### src/rtl/shape_prep_sched.sv
// Round-robin scheduler that feeds dirty shape slots through the shared trig/rotate
// datapath once per frame_go and writes the settled results back to the shape file.
module shape_prep_sched #(
   parameter int MAXSHP = 16,
   parameter int IDW    = 4,
   parameter int INTW   = 16,
   parameter int FLTW   = 24,
   parameter int LAT    = 3
) (
   input  logic              clk,
   input  logic              rst,
   input  logic              frame_go,
   input  logic [MAXSHP-1:0] dirty_set,
   input  logic              force_all,
   output logic [IDW-1:0]    rd_id,
   input  logic [INTW-1:0]   rd_angle,
   input  logic [INTW-1:0]   rd_x,
   input  logic [INTW-1:0]   rd_y,
   output logic [INTW-1:0]   cmp_angle,
   output logic [INTW-1:0]   cmp_x0,
   output logic [INTW-1:0]   cmp_y0,
   input  logic [FLTW-1:0]   cmp_sin,
   input  logic [FLTW-1:0]   cmp_cos,
   input  logic [FLTW-1:0]   cmp_ix,
   input  logic [FLTW-1:0]   cmp_iy,
   output logic              wr_en,
   output logic [IDW-1:0]    wr_id,
   output logic [FLTW-1:0]   wr_sin,
   output logic [FLTW-1:0]   wr_cos,
   output logic [FLTW-1:0]   wr_ix,
   output logic [FLTW-1:0]   wr_iy,
   output logic              busy,
   output logic              done,
   output logic [MAXSHP-1:0] pend
);

   // Wait counter runs 0..LAT-1.
   localparam int CW = (LAT > 1) ? $clog2(LAT) : 1;

   typedef enum logic [2:0] {
      S_IDLE, S_SEL, S_LOAD, S_WAIT, S_WRITE, S_DONE
   } state_t;

   state_t            state, state_nxt;
   logic [IDW-1:0]    rr;
   logic [IDW-1:0]    pick;
   logic [IDW-1:0]    idx;
   logic              found;
   logic [CW-1:0]     cnt;
   logic [MAXSHP-1:0] clr;
   logic [MAXSHP-1:0] pend_nxt;

   // Sets are ORed in after the clear so an edit during a shape's own WRITE survives.
   always_comb begin
      clr = '0;
      if (state == S_WRITE) clr[rr] = 1'b1;
      pend_nxt = (pend & ~clr) | dirty_set | {MAXSHP{force_all}};
   end

   // First dirty slot strictly after rr, wrapping; rr itself is checked last.
   always_comb begin
      pick  = rr;
      found = 1'b0;
      idx   = '0;
      for (int k = 1; k <= MAXSHP; k++) begin
         idx = IDW'((int'(rr) + k) % MAXSHP);
         if (!found && pend[idx]) begin
            pick  = idx;
            found = 1'b1;
         end
      end
   end

   always_comb begin
      state_nxt = state;
      busy      = 1'b0;
      done      = 1'b0;
      case (state)
         S_IDLE:  if (frame_go) state_nxt = (|pend) ? S_SEL : S_DONE;
         S_SEL:   begin busy = 1'b1; state_nxt = S_LOAD; end
         S_LOAD:  begin busy = 1'b1; state_nxt = S_WAIT; end
         S_WAIT:  begin
            busy = 1'b1;
            if (cnt == CW'(LAT - 1)) state_nxt = S_WRITE;
         end
         S_WRITE: begin
            busy      = 1'b1;
            state_nxt = (|pend_nxt) ? S_SEL : S_DONE;
         end
         S_DONE:  begin done = 1'b1; state_nxt = S_IDLE; end
         default: state_nxt = S_IDLE;
      endcase
   end

   always_ff @(posedge clk) begin
      if (rst) begin
         state     <= S_IDLE;
         pend      <= '1;
         rr        <= IDW'(MAXSHP - 1);
         rd_id     <= '0;
         cnt       <= '0;
         cmp_angle <= '0;
         cmp_x0    <= '0;
         cmp_y0    <= '0;
         wr_en     <= 1'b0;
         wr_id     <= '0;
         wr_sin    <= '0;
         wr_cos    <= '0;
         wr_ix     <= '0;
         wr_iy     <= '0;
      end else begin
         state <= state_nxt;
         pend  <= pend_nxt;
         wr_en <= (state == S_WRITE);
         case (state)
            S_SEL: begin
               rd_id <= pick;
               rr    <= pick;
            end
            S_LOAD: begin
               cmp_angle <= rd_angle;
               cmp_x0    <= rd_x;
               cmp_y0    <= rd_y;
               cnt       <= '0;
            end
            S_WAIT:  cnt <= cnt + 1'b1;
            S_WRITE: begin
               // Strobe and data leave together on the following cycle.
               wr_id  <= rr;
               wr_sin <= cmp_sin;
               wr_cos <= cmp_cos;
               wr_ix  <= cmp_ix;
               wr_iy  <= cmp_iy;
            end
            default: ;
         endcase
      end
   end

endmodule

### config.mk
export PLATFORM = sky130hd
export DESIGN_NAME = shape_prep_sched
export DESIGN_NICKNAME = d
export VERILOG_FILES = /design/src/rtl/shape_prep_sched.sv
export SDC_FILE = /design/constraint.sdc
export NUM_CORES = 1
export LEC_CHECK = 0
export ABC_CLOCK_PERIOD_IN_PS = 4750
export CAP_MARGIN = 20
export CORE_ASPECT_RATIO = 1.1
export CORE_MARGIN = 2
export CORE_UTILIZATION = 46
export CTS_BUF_LIST = sky130_fd_sc_hd__clkbuf_4
export CTS_CLUSTER_DIAMETER = 40
export DETAILED_ROUTE_END_ITERATION = 10
export GPL_ROUTABILITY_DRIVEN = 0
export PLACE_DENSITY_LB_ADDON = 0.08
export SETUP_SLACK_MARGIN = 0.05
export SYNTH_ARGS = -nofsm -noshare
export SYNTH_HDL_FRONTEND = slang
export SYNTH_SLANG_ARGS = --single-unit
### constraint.sdc
create_clock -name clk -period 4.75 [get_ports clk]
set_input_delay 0.95 -clock clk [delete_from_list [all_inputs] [get_ports clk]]
set_output_delay 0.95 -clock clk [all_outputs]
set_load 0.01 [all_outputs]
Yosys cells after proc, flatten, opt, wreduce, memory -nomap -nowiden
Index checks and enable logic that the tools add are counted.
{"block": "op_classes", "n_bitwise": 4, "add_sub_neg": 17, "muxes": 74, "n_reduce_logical": 37, "n_lt_le_gt_ge": 18, "n_eq_ne": 8}
{"operator": "less-than comparator 4 x 5 -> 1 bit (second input constant)", "n": 17}
{"operator": "binary-select mux 1 bit (select 4 bit)", "n": 16}
{"operator": "2-to-1 mux 4 bit", "n": 16}
{"operator": "2-to-1 mux 1 bit", "n": 34}
{"operator": "adder 4 bit (second input constant)", "n": 8}
{"operator": "bitwise OR 16 bit", "n": 2}
{"operator": "OR reduction 16 bit", "n": 2}
{"operator": "adder 4 x 3 -> 4 bit (second input constant)", "n": 4}
{"operator": "bitwise AND 16 bit", "n": 1}
{"operator": "logical AND 1 bit", "n": 16}
{"operator": "2-to-1 mux 16 bit", "n": 1}
{"operator": "inverter 16 bit", "n": 1}
{"operator": "logical NOT 1 bit", "n": 15}
{"operator": "one-hot mux 3 bit (5 select lines)", "n": 1}
{"operator": "2-to-1 mux 3 bit", "n": 4}
{"operator": "adder 4 x 1 -> 4 bit (second input constant)", "n": 2}
{"operator": "adder 4 x 2 -> 4 bit (second input constant)", "n": 2}
{"operator": "equality test 3 x 2 -> 1 bit (second input constant)", "n": 2}
{"operator": "equality test 3 bit (second input constant)", "n": 2}
{"operator": "demux 1 bit (select 4 bit)", "n": 1}
{"operator": ">= comparator 4 x 1 -> 1 bit (second input constant)", "n": 1}
{"operator": "inequality test 2 bit (second input constant)", "n": 2}
{"operator": "one-hot mux 2 bit (2 select lines)", "n": 1}
{"operator": "OR reduction 4 bit", "n": 1}
{"operator": "other kinds (6)", "n": 6}
{"block": "totals", "reg_bits": 178, "output_inout_bits": 171, "word_cells": 172, "input_bits": 164}

Logic depth before layout (Yosys ltp)
Gate-level depths: netlist of run 1.
{"block": "logic_depth", "ltp_word": 49, "ltp_mapped": 15, "mapped_depth_nobuf": 11}

Least setup slack after synthesis of run 1
Ideal clock, no wire load.
{"block": "synth_path", "kind": "flip-flop to flip-flop", "from": "reg rr[1]", "to": "reg rr[2]", "synth_period_minus_slack_ns": 4.287, "stages_incl_launch_ff": 14, "arrival_ns": 4.166, "n_path_buf": 3, "setup_time_ns": 0.122, "required_time_ns": 4.628, "path_slack_ns": 0.463, "path_cell_list": "dfxtp_1 > buf_2 > clkbuf_1 > inv_1 > ha_1 > buf_4 > mux4_2 > mux4_2 > or3_1 > nor4_4 > and2_1 > a22o_1 > a31oi_1 > a221o_1"}
{"block": "synth_between", "elab_chain_len": 49, "elab_cells_between_ends": 109, "classes_between": "16 x add/sub; 63 x mux; 30 x reduce/logical"}
{"element": "from (decl)", "line_no": "45", "source": "logic [IDW-1:0] rr;"}
{"element": "from (signal assigned)", "line_no": "99", "source": "rr <= IDW'(MAXSHP - 1);"}
{"element": "from (signal assigned)", "line_no": "118", "source": "rr <= pick;"}
{"element": "adder 4 x 1 -> 4 bit", "line_no": "66", "source": "idx = IDW'((int'(rr) + k) % MAXSHP);"}
{"element": "binary-select mux 1 bit (select 4 bit)", "line_no": "67", "source": "if (!found && pend[idx]) begin"}
{"element": "2-to-1 mux 1 bit (not written as such)", "line_no": "67"}
{"element": "2-to-1 mux 1 bit", "line_no": "67"}
{"element": "logical NOT 1 bit", "line_no": "67"}
{"element": "logical AND 1 bit", "line_no": "67"}
{"element": "2-to-1 mux 1 bit", "line_no": "67"}
{"element": "logical NOT 1 bit", "line_no": "67"}
{"element": "(+33 left out)"}
{"element": "logical AND 1 bit", "line_no": "67"}
{"element": "2-to-1 mux 1 bit", "line_no": "67"}
{"element": "logical NOT 1 bit", "line_no": "67"}
{"element": "logical AND 1 bit", "line_no": "67"}
{"element": "2-to-1 mux 1 bit", "line_no": "67"}
{"element": "logical NOT 1 bit", "line_no": "67"}
{"element": "logical AND 1 bit", "line_no": "67"}
{"element": "2-to-1 mux 4 bit (*)", "line_no": "67"}
Mark *: on every way between the ends. The rest lies on a longest branch, timed or not. The select of a mux whose other input is x is not followed.
A chain may end at the register's enable or synchronous reset.

Worst setup path after layout of run 1
{"block": "layout_path", "from": "reg rr[0]", "to": "reg rd_id[0]"}
{"block": "layout_between", "elab_chain_len": 49, "elab_cells_between_ends": 109, "classes_between": "16 x add/sub; 63 x mux; 30 x reduce/logical"}
{"element": "adder 4 x 1 -> 4 bit", "line_no": "66"}
{"element": "binary-select mux 1 bit (select 4 bit)", "line_no": "67"}
{"element": "2-to-1 mux 1 bit (not written as such)", "line_no": "67"}
{"element": "2-to-1 mux 1 bit", "line_no": "67"}
{"element": "logical NOT 1 bit", "line_no": "67"}
{"element": "logical AND 1 bit", "line_no": "67"}
{"element": "2-to-1 mux 1 bit", "line_no": "67"}
{"element": "logical NOT 1 bit", "line_no": "67"}
{"element": "(+33 left out)"}
{"element": "logical AND 1 bit", "line_no": "67"}
{"element": "2-to-1 mux 1 bit", "line_no": "67"}
{"element": "logical NOT 1 bit", "line_no": "67"}
{"element": "logical AND 1 bit", "line_no": "67"}
{"element": "2-to-1 mux 1 bit", "line_no": "67"}
{"element": "logical NOT 1 bit", "line_no": "67"}
{"element": "logical AND 1 bit", "line_no": "67"}
{"element": "2-to-1 mux 4 bit (*)", "line_no": "67"}
{"element": "to (signal assigned)", "line_no": "117", "source": "rd_id <= pick;"}
{"element": "to (decl)", "line_no": "15", "source": "output logic [IDW-1:0] rd_id,"}
Marks and branches as above.

==> run metrics, run 1 <==
Slew headroom 29.7%; Power Total 0.00329 W; worst path cell trace clkinv_1 -> ha_1 -> buf_4 -> mux2i_1 -> mux4_2 -> mux2i_1 -> or3_1 -> nor4_4 -> and2_1 -> a221oi_1 -> mux2i_1 -> a21oi_1; pin count of the biggest net entering global routing 102; DR iter-0 viols 789; RSZ-0062 raised after global routing no; fin worst setup slack 0.444 ns; Worst Max-Slew Pin Slew 1.05 ns; Die Ht 148 um; Die X 135 um; maximum vdd drop 0.161 mV; Synth Net Count 1,255; slowest cell delay on critical path 0.60 ns; Syn-to-layout area delta 43.5%; Syn Area/Cell 8.04 sq um; Switch Pwr 0.00107 W; Hold Path Stages 2; Worst EP arrival 4.71 ns; Final #Nets 1,548; Area contributors post-synth dfxtp_1 (41%), nand2_1 (14%), a21oi_1 (9.9%); critical path's most frequent cell mux2i_1; final hold slack 0.463 ns; worst path bufs/invs 2; asr flop ratio synth 0%; final period utilization 90.6%; clock share of power 26.6%; Total Routing Usage GR 28.6%; Post-synth top cells nand2_1 (331), dfxtp_1 (178), a21oi_1 (171); layout cells sized above 1 6.96%; Hold-fix buffers, CTS 0; minimum clock period 4.31 ns; total number of vias 8,934; routed len/inst 18.2 um; DRT antenna net count 0; Sw Share 32.6%; worst reg2reg path depth 12; Post-CTS Setup Bufs 0; Final Slew Violations 0; synthesis-stage register bit count 178; clock buffer count from CTS 17; Static Leak 4.20 nW; Setup TNS Final 0 ns; TritonRoute pass-1 iters 5; Fin. Hold Viols 0; Pint 0.00222 W; Layout fillers 1,654; Clock Sinks 178; pwr dens 265 nW/um^2; final WL 29,600 um; most common cell in the netlist nand2_1; Via-to-Cell Ratio 5.50; global route overflow 0; top-area cell type share of the netlist area 41.2%; global-route wire length before repair 44,700 um; cell at the slowest stage of the critical path mux2i_1; Critical Path Start Type register; Hold Path Class register to register; Cell Area, Synth 8640 sq um; WP data required 5.16 ns; status completed; Setup Crit Path Kind register to register; initial antenna violation count 1; CTS tree yes; IO Port Bufs 334; stages on the worst setup path 12; # DRC 0; max_cap viols 0; Initial Utilization 46.9%; pre-CTS WS 0.562 ns; Root Buffer clkbuf_4; Distinct cells, synth 59; Yosys warnings 0; worst-path maximum fanout 14; crit end category register; ys flop type dfxtp_1; post-CTS sizing 0; Seq/Total Area, Yosys 41.2%; htree depth 4; Rows 52; clock skew 0.0261 ns; Post-synth EDFFs 0; area leader, netlist dfxtp_1; clock slew at reported path FFs 0.15 ns; Detailed Place HPWL 21,400 um; Core ar. 18,400 sq um; share of power burned in registers 47.6%; # IOs 335; die area 19,900 sq um; final setup fails 0; Clock Latency Late Sink 0.58 ns; Gate power share 25.9%; Top delay family on crit path multiplexers; vias in the first global route 8,246; Fmax 232 MHz; clock tree buffer depth 2; Mapped Cells 1,075
==> sequential cells by signal, indices dropped and copies added, names as in the netlist <==
name,flops
state,3
wr_en,1
wr_sin,24
cmp_x0,16
rd_id,4
wr_iy,24
cmp_angle,16
rr,4
cmp_y0,16
pend,16
wr_id,4
wr_ix,24
cnt,2
wr_cos,24
==> per-stage QoR <==
step | utilization [%] | cells | cell area, sq um
after floorplan | - | 1075 | 8640
after global placement | 65.8 | 1592 | 12100
after detailed placement | 65.8 | 1592 | 12100
after CTS | 67.4 | 1623 | 12400
after global routing | 67.4 | 1624 | 12400
final | 67.4 | 1624 | 12400
==> final cells by class <==
class | instances | area (sq um) | share of cell area (%)
inverters | 12 | 45.0 | 0.363
clock inverters | 14 | 166 | 1.34
multi-input cells | 811 | 4750 | 38.3
flip-flops and latches | 178 | 3560 | 28.7
diodes | 1 | 2.50 | 0.0202
repair buffers | 348 | 3450 | 27.8
clock buffers | 17 | 128 | 1.03
well taps | 243 | 304 | 2.45
==> power groups by stage <==
stage	logic (W)	registers, W	clock network (W)
2_1_floorplan	0.000479	0.00161	0
3_3_place_gp	0.000834	0.00159	0
3_5_place_dp	0.000833	0.00160	0
4_1_cts	0.000837	0.00157	0.000901
5_1_grt	0.000907	0.00157	0.000956
6_report	0.000850	0.00156	0.000874
==> layer usage <==
| layer | vias up | GRT usage, % | part of all wire [%] |
|---|---|---|---|
| li1 | 4314 | - | - |
| met1 | 4133 | 33.5 | 37 |
| met2 | 406 | 47.7 | 50 |
| met3 | 81 | 9.26 | 9.1 |
| met4 | 0 | 12.9 | 3.9 |
| met5 | - | 0 | 0 |
==> cells in the final DEF, fill, tap and decap left out, types with 3 or more instances in the layout <==
cell             Yosys  final
clkdlybuf4s50_1      0    333
nand2_1            331    330
dfxtp_1            178    178
a21oi_1            171    171
nand3_1             32     32
nor2_1              30     30
mux2i_1             30     30
mux4_2              23     23
o21ai_0             17     17
clkbuf_4             0     17
ha_1                16     16
buf_4                3     15
or2_2               11     11
inv_1               10     10
and3_1              10     10
a211oi_1            10     10
a211o_1              9      9
xnor2_1              8      8
mux2_2               8      8
o211ai_1             8      8
nand2b_1             7      7
nor4_1               7      7
o22ai_1              7      7
nand3b_1             6      6
a31oi_1              6      6
inv_6                0      5
nor3b_1              4      4
a22oi_1              4      4
a2111oi_0            4      4
a2111o_1             3      3
o31ai_1              3      3
nor3_1               4      3
xor2_1               3      3
o21bai_1             3      3
nor2b_1              3      3
a22o_1               3      3
and2_1               4      3
clkinv_8             0      3
==> logic make-up after synthesis <==
logic type               after synthesis  share of synthesized area (%)
AND/OR/NAND/NOR                      458                           22.6
flip-flops                           178                           41.2
multiplexers                          62                           10.8
XOR/XNOR                              11                           1.11
AO/OA/AOI/OAI                        264                           18.0
adder cells (fa/ha/maj)               16                           2.32
buffers and inverters                 86                           4.01
==> tightest hold or removal path, cell delays in order, from the launching register on <==
cell     delay [ns]
dfxtp_1        0.33
nand2_1        0.05
a21oi_1        0.05
==> final timing paths <==
kind / startpoint / endpoint / slack [ns]
worst max-delay path: rr[0]$_SDFFE_PP1P_ / rd_id[0]$_SDFFE_PP0P_ / 0.44
worst min-delay path: cmp_angle[1]$_SDFFE_PP0P_ / cmp_angle[1]$_SDFFE_PP0P_ / 0.46
worst max register to register: rr[0]$_SDFFE_PP1P_ / rd_id[0]$_SDFFE_PP0P_ / 0.44
worst min register to register: cmp_angle[1]$_SDFFE_PP0P_ / cmp_angle[1]$_SDFFE_PP0P_ / 0.46
No activity file was read; power rests on OpenSTA's default activity.
==> run 2: changes to the inputs <==
--- a/config.mk
+++ b/config.mk
@@ -16,6 +16,7 @@
 export GPL_ROUTABILITY_DRIVEN = 0
 export PLACE_DENSITY_LB_ADDON = 0.08
 export SETUP_SLACK_MARGIN = 0.05
+export SLEW_MARGIN = 0
 export SYNTH_ARGS = -nofsm -noshare
 export SYNTH_HDL_FRONTEND = slang
 export SYNTH_SLANG_ARGS = --single-unit
==> results of run 2 <==
Final layout, timing and power as in run 1 (identical DEF).
==> run 3: changes to the inputs <==
--- a/config.mk
+++ b/config.mk
@@ -11,11 +11,10 @@
 export CORE_MARGIN = 2
 export CORE_UTILIZATION = 46
 export CTS_BUF_LIST = sky130_fd_sc_hd__clkbuf_4
-export CTS_CLUSTER_DIAMETER = 40
+export CTS_CLUSTER_DIAMETER = 150
 export DETAILED_ROUTE_END_ITERATION = 10
 export GPL_ROUTABILITY_DRIVEN = 0
 export PLACE_DENSITY_LB_ADDON = 0.08
-export SETUP_SLACK_MARGIN = 0.05
 export SLEW_MARGIN = 0
 export SYNTH_ARGS = -nofsm -noshare
 export SYNTH_HDL_FRONTEND = slang
==> results of run 3 <==
Final layout, timing and power as in run 1 (identical DEF).
